$ cat src/rtl/fetch_unit_if.sv
// Fetch front-end bundle: imem request/response, redirect and decode delivery.
// Latency: none, wiring only.
// Backpressure: valid/ready on request and decode; responses cannot be stalled.
interface fetch_unit_if #(
    parameter int ADDR_W  = 32,
    parameter int INSTR_W = 32
);
    logic               imem_req_valid;
    logic               imem_req_ready;
    logic [ADDR_W-1:0]  imem_req_addr;
    logic               imem_resp_valid;
    logic [INSTR_W-1:0] imem_resp_data;
    logic               redirect_valid;
    logic [ADDR_W-1:0]  redirect_pc;
    logic               instr_valid;
    logic               instr_ready;
    logic [INSTR_W-1:0] instr_data;
    logic [ADDR_W-1:0]  instr_pc;

    modport master (
        output imem_req_valid, imem_req_addr, instr_valid, instr_data, instr_pc,
        input  imem_req_ready, imem_resp_valid, imem_resp_data,
               redirect_valid, redirect_pc, instr_ready
    );

    modport slave (
        input  imem_req_valid, imem_req_addr, instr_valid, instr_data, instr_pc,
        output imem_req_ready, imem_resp_valid, imem_resp_data,
               redirect_valid, redirect_pc, instr_ready
    );
endinterface

$ cat src/rtl/fetch_unit.sv
// Instruction fetch: owns the PC, issues in-order imem requests, buffers {pc, instr}.
// Latency: response at edge N visible on instr_valid after edge N (no bypass).
// Backpressure: requests are credit-limited so every response has a FIFO slot.
module fetch_unit #(
    parameter int                 ADDR_W     = 32,
    parameter int                 INSTR_W    = 32,
    parameter logic [ADDR_W-1:0]  RESET_PC   = '0,
    parameter int                 PC_STEP    = 1,
    parameter int                 FIFO_DEPTH = 4
) (
    input  logic         clk,
    input  logic         rst_n,
    fetch_unit_if.master fu
);
    localparam int                CW      = $clog2(FIFO_DEPTH) + 1;
    localparam int                PW      = $clog2(FIFO_DEPTH);
    localparam logic [CW-1:0]     DEPTH_C = CW'(FIFO_DEPTH);
    localparam logic [ADDR_W-1:0] STEP_C  = ADDR_W'(PC_STEP);

    logic [ADDR_W-1:0]  fetch_pc;
    logic [ADDR_W-1:0]  resp_pc;
    logic [CW-1:0]      outstanding;
    logic [CW-1:0]      discard;
    logic [CW-1:0]      fifo_count;
    logic [PW-1:0]      wr_ptr;
    logic [PW-1:0]      rd_ptr;
    logic [ADDR_W-1:0]  pc_mem   [FIFO_DEPTH];
    logic [INSTR_W-1:0] data_mem [FIFO_DEPTH];

    logic          fifo_empty;
    logic          req_fire;
    logic          push;
    logic          pop;
    logic [CW-1:0] req_inc;
    logic [CW-1:0] resp_dec;
    logic [CW-1:0] push_inc;
    logic [CW-1:0] pop_dec;

    assign fifo_empty = (fifo_count == '0);

    // Credit counts both in-flight requests and buffered entries.
    assign fu.imem_req_valid = rst_n && !fu.redirect_valid &&
                               ((outstanding + fifo_count) < DEPTH_C);
    assign fu.imem_req_addr  = fetch_pc;
    assign req_fire          = fu.imem_req_valid && fu.imem_req_ready;

    assign push = fu.imem_resp_valid && (discard == '0) && !fu.redirect_valid;

    assign fu.instr_valid = !fifo_empty && !fu.redirect_valid;
    assign pop            = fu.instr_valid && fu.instr_ready;
    assign fu.instr_data  = fifo_empty ? '0 : data_mem[rd_ptr];
    assign fu.instr_pc    = fifo_empty ? '0 : pc_mem[rd_ptr];

    assign req_inc  = {{(CW-1){1'b0}}, req_fire};
    assign resp_dec = {{(CW-1){1'b0}}, fu.imem_resp_valid};
    assign push_inc = {{(CW-1){1'b0}}, push};
    assign pop_dec  = {{(CW-1){1'b0}}, pop};

    always_ff @(posedge clk or negedge rst_n) begin
        if (!rst_n) begin
            fetch_pc    <= RESET_PC;
            resp_pc     <= RESET_PC;
            outstanding <= '0;
            discard     <= '0;
            fifo_count  <= '0;
            wr_ptr      <= '0;
            rd_ptr      <= '0;
        end else if (fu.redirect_valid) begin
            // Everything still in flight, minus this cycle's response, is stale.
            fetch_pc    <= fu.redirect_pc;
            resp_pc     <= fu.redirect_pc;
            outstanding <= outstanding - resp_dec;
            discard     <= outstanding - resp_dec;
            fifo_count  <= '0;
            wr_ptr      <= '0;
            rd_ptr      <= '0;
        end else begin
            if (req_fire) begin
                fetch_pc <= fetch_pc + STEP_C;
            end
            outstanding <= outstanding + req_inc - resp_dec;
            if (fu.imem_resp_valid && (discard != '0)) begin
                discard <= discard - CW'(1);
            end
            if (push) begin
                resp_pc <= resp_pc + STEP_C;
                wr_ptr  <= wr_ptr + PW'(1);
            end
            if (pop) begin
                rd_ptr <= rd_ptr + PW'(1);
            end
            fifo_count <= fifo_count + push_inc - pop_dec;
        end
    end

    always_ff @(posedge clk) begin
        if (push) begin
            pc_mem[wr_ptr]   <= resp_pc;
            data_mem[wr_ptr] <= fu.imem_resp_data;
        end
    end
endmodule

$ cat src/flat_wrapper.sv
// flat-port wrapper written by rule: the top's interface ports become plain ports
module fetch_unit_flat 
#(
    parameter int                 ADDR_W     = 32,
    parameter int                 INSTR_W    = 32,
    parameter logic [ADDR_W-1:0]  RESET_PC   = '0,
    parameter int                 PC_STEP    = 1,
    parameter int                 FIFO_DEPTH = 4
)
  (clk, rst_n, fu_imem_req_valid, fu_imem_req_addr, fu_instr_valid, fu_instr_data, fu_instr_pc, fu_imem_req_ready, fu_imem_resp_valid, fu_imem_resp_data, fu_redirect_valid, fu_redirect_pc, fu_instr_ready);
  fetch_unit_if #(.ADDR_W(ADDR_W), .INSTR_W(INSTR_W)) fu_i ();
  input  logic clk;
  input  logic rst_n;
  output wire logic [$bits(fu_i.imem_req_valid)-1:0] fu_imem_req_valid;
  output wire logic [$bits(fu_i.imem_req_addr)-1:0] fu_imem_req_addr;
  output wire logic [$bits(fu_i.instr_valid)-1:0] fu_instr_valid;
  output wire logic [$bits(fu_i.instr_data)-1:0] fu_instr_data;
  output wire logic [$bits(fu_i.instr_pc)-1:0] fu_instr_pc;
  input wire logic [$bits(fu_i.imem_req_ready)-1:0] fu_imem_req_ready;
  input wire logic [$bits(fu_i.imem_resp_valid)-1:0] fu_imem_resp_valid;
  input wire logic [$bits(fu_i.imem_resp_data)-1:0] fu_imem_resp_data;
  input wire logic [$bits(fu_i.redirect_valid)-1:0] fu_redirect_valid;
  input wire logic [$bits(fu_i.redirect_pc)-1:0] fu_redirect_pc;
  input wire logic [$bits(fu_i.instr_ready)-1:0] fu_instr_ready;
  assign fu_imem_req_valid = fu_i.imem_req_valid;
  assign fu_imem_req_addr = fu_i.imem_req_addr;
  assign fu_instr_valid = fu_i.instr_valid;
  assign fu_instr_data = fu_i.instr_data;
  assign fu_instr_pc = fu_i.instr_pc;
  assign fu_i.imem_req_ready = fu_imem_req_ready;
  assign fu_i.imem_resp_valid = fu_imem_resp_valid;
  assign fu_i.imem_resp_data = fu_imem_resp_data;
  assign fu_i.redirect_valid = fu_redirect_valid;
  assign fu_i.redirect_pc = fu_redirect_pc;
  assign fu_i.instr_ready = fu_instr_ready;
  fetch_unit #(.ADDR_W(ADDR_W), .INSTR_W(INSTR_W), .RESET_PC(RESET_PC), .PC_STEP(PC_STEP), .FIFO_DEPTH(FIFO_DEPTH)) u_core (.clk(clk), .rst_n(rst_n), .fu(fu_i));
endmodule
$ cat config.mk
export PLATFORM = sky130hd
export DESIGN_NAME = fetch_unit_flat
export DESIGN_NICKNAME = d
export VERILOG_FILES = /design/src/rtl/fetch_unit_if.sv /design/src/rtl/fetch_unit.sv /design/src/flat_wrapper.sv
export SDC_FILE = /design/constraint.sdc
export NUM_CORES = 1
export LEC_CHECK = 0
export CELL_PAD_IN_SITES_DETAIL_PLACEMENT = 1
export CELL_PAD_IN_SITES_GLOBAL_PLACEMENT = 2
export CORE_MARGIN = 2
export CORE_UTILIZATION = 41
export DETAILED_ROUTE_END_ITERATION = 8
export PLACE_DENSITY_LB_ADDON = 0.05
export RECOVER_POWER = 100
export SLEW_MARGIN = 10
export SYNTH_ARGS = -nofsm -noshare
export SYNTH_HDL_FRONTEND = slang
export SYNTH_SLANG_ARGS = --single-unit
$ cat constraint.sdc
create_clock -name clk -period 3.45 [get_ports clk]
set_input_delay 0.345 -clock clk [delete_from_list [all_inputs] [get_ports clk]]
set_output_delay 0.345 -clock clk [all_outputs]
set_load 0.1 [all_outputs]
==> metrics <==
Async SR Flop Fraction 23.1%; Mapped Nets between 900 and 1000; DR WL/cell about 22 um; clock buffer depth 3; synthesized area 0.0142 mm2; Hold Slack approximately 250 ps; Final Max Slew Viols between 60 and 70; Tmin final 3030 ps; CTS root buffer clkbuf_16; Worst Skew between 9 and 10 ps; CP endpoint kind primary output; initial antenna violation count 0; Netlist cell types a little over 50; clk sink count around 330; Max FO, Critical Path 22; most common flop cell mapped by yosys edfxtp_1; post-DP HPWL roughly 21 mm; IO buf count ~170; reg-to-reg endpoint u_core.fu.imem_req_addr[30]; EDFF count, synth between 200 and 300; kind of critical path reg2out; most common cell in the netlist edfxtp_1; row count between 60 and 70; share of cells above drive strength 1 20.9%; CTS tree yes; # diodes 0; Vias 8303; initial core utilization slightly above 40%; CTS Buf Count 37; io pins between 150 and 200; GR Overflow Total 0; Clk Latency, worst-skew pair about 520 ps; post-route setup TNS 0 ps; area leader, netlist edfxtp_1; fin nets 1158; antenna viol nets, final 0; die width around 190 um; Tcrit/Tclk final roughly 88%; status complete, but fails checks; top cells by area, synth edfxtp_1, dfrtp_1, mux4_2; # fillers 3328; sequential area share after synthesis about two thirds; Post-Syn Instances slightly below 900; type of the most critical hold path in2async; FMAX around 330 MHz; largest net degree at the start of global routing 67; Slew @ Worst Pin about 1600 ps; WL final around 33 mm; Leakage 5.95 nW; R2R cell count 6; DR iter-0 viols roughly 420; # H-tree levels 2; # DRC 0; first-pass GRT wire length between 50 and 60 mm; max-cap violation count 1; Total Routing Usage GR 19.2%; Post-synth top cells edfxtp_1, dfrtp_1, and2_1; CP Launch Type flip-flop; Setup-failing EPs final 0; required time of the critical path 3110 ps; failing checks max-capacitance violations, max-slew violations; drt first pass iters 5; number of global-route vias before repair about 9000; P&R area growth vs syn 22.1%; Worst VDD drop slightly above 0.0005 V; synth warn 0; worst reg2reg startpoint u_core.fu.imem_req_addr[0]; final hold violations 0; Avg Cell Area, Syn 16.0 um2; arrival time at the worst endpoint ~2700 ps; share of the synthesized area in the top cell type about 54%; r2r setup slk approximately 590 ps; slew margin rel. -9.31%; Die Y 190 um; CORE AREA approximately 0.034 mm2; synthesized flop and latch total 333; Die Area roughly 0.036 mm2; vias per inst roughly 5.4; clk slew on worst S/H paths around 60 ps; routability congestion estimate approximately 0.79; power per cell area around 830 mW/mm2; RSZ-0062 raised after global routing false
[cell usage in the layout (no fill, tap or decap), drive strengths merged, types with 23 or more instances in the layout]
| master | n |
|---|---|
| mux4 | 64 |
| xnor2 | 30 |
| nand3 | 37 |
| nor2 | 23 |
| o21ai | 32 |
| dfrtp | 77 |
| and2 | 66 |
| nand2 | 59 |
| dlygate4sd3 | 65 |
| buf | 48 |
| nand4 | 26 |
| clkdlybuf4s50 | 35 |
| edfxtp | 256 |
| clkbuf | 83 |
[what timing repair did]
| item | CTS | global route |
|---|---|---|
| setup buffers | 0 | 0 |
| endpoints found under the hold margin | 16 | 0 |
| resized for setup | 0 | 0 |
| hold buffers | 1 | 0 |
[sequential cells by signal (all words and copies together) (netlist names)]
signal and count:
u_core.wr_ptr 2, u_core.pc_mem 128, u_core.discard 3, u_core.rd_ptr 2
u_core.resp_pc 32, u_core.outstanding 3, u_core.data_mem 128, u_core.fu.imem_req_addr 32
u_core.fifo_count 3
[cell type report]
type                            instances  area [um2]  area share (%)
Multi-Input combinational cell        490        4250            24.5
Clock inverter                         21         189            1.09
Inverter                               21        78.8           0.455
Sequential cell                       333        9620            55.5
Timing Repair Buffer                  188        1640            9.45
Tap cell                              455         569            3.29
Clock buffer                           43         980            5.66
[logic make-up (layout without fill, tap and decap cells)]
| logic type | count (synthesis) | in the layout | share of synthesized area [%] |
|---|---|---|---|
| fa+ha+maj | 17 | 17 | 1.61 |
| compound gates | 76 | 76 | 3.57 |
| xor+xnor | 52 | 52 | 3.21 |
| buf+inv | 62 | 273 | 1.84 |
| flops | 333 | 333 | 67.8 |
| mux | 79 | 79 | 11.4 |
| simple gates | 266 | 266 | 10.6 |
[metrics by stage]
| step | cell area (um2) | utilization (%) | setup WS (ps) | power, W | std cells |
|---|---|---|---|---|---|
| final | 17300 | 50.5 | 421 | 0.0144 | 1551 |
| after global routing | 17300 | 50.5 | 259 | 0.0150 | 1551 |
| after global placement | 16400 | 47.7 | 759 | 0.0110 | 1486 |
| after floorplan | 14200 | - | 328 | 0.00952 | 885 |
| after detailed placement | 16400 | 47.7 | 698 | 0.0110 | 1486 |
| after CTS | 17500 | 51.2 | 573 | 0.0148 | 1551 |
[worst max-delay path, cell delays in order (launching register included)]
cell      delay (ps)
dfrtp_2          750
buf_12           310
mux4_2           510
and2_1           190
clkbuf_2         370
[how the worst max path moves through the flow]
stage / depth (start not counted) / from / to
after floorplan: 5 / u_core.discard[0] / u_core.data_mem[0][0]
after global placement: 10 / fu_imem_req_ready / u_core.outstanding[2]
after detailed placement: 10 / fu_imem_req_ready / u_core.outstanding[2]
after CTS: 4 / u_core.rd_ptr[0] / fu_instr_pc[11]
after global routing: 4 / u_core.rd_ptr[0] / fu_instr_pc[21]
final: 4 / u_core.rd_ptr[0] / fu_instr_pc[18]
[power by group]
part	internal, W	switching [W]	leakage [nW]
sequential	0.00460	0.000312	3.24
clock	0.00220	0.00158	0.565
combinational	0.00146	0.00429	2.15
total	0.00826	0.00618	5.95
[per-layer routing]
layer	share of wire [%]	up-vias	global-route usage (%)
li1	-	3795	-
met1	46	4263	27.5
met2	47	209	30.8
met3	4.8	36	3.14
met4	1.6	0	4.38
met5	0	-	0
No activity file was read; power rests on OpenSTA's default activity.
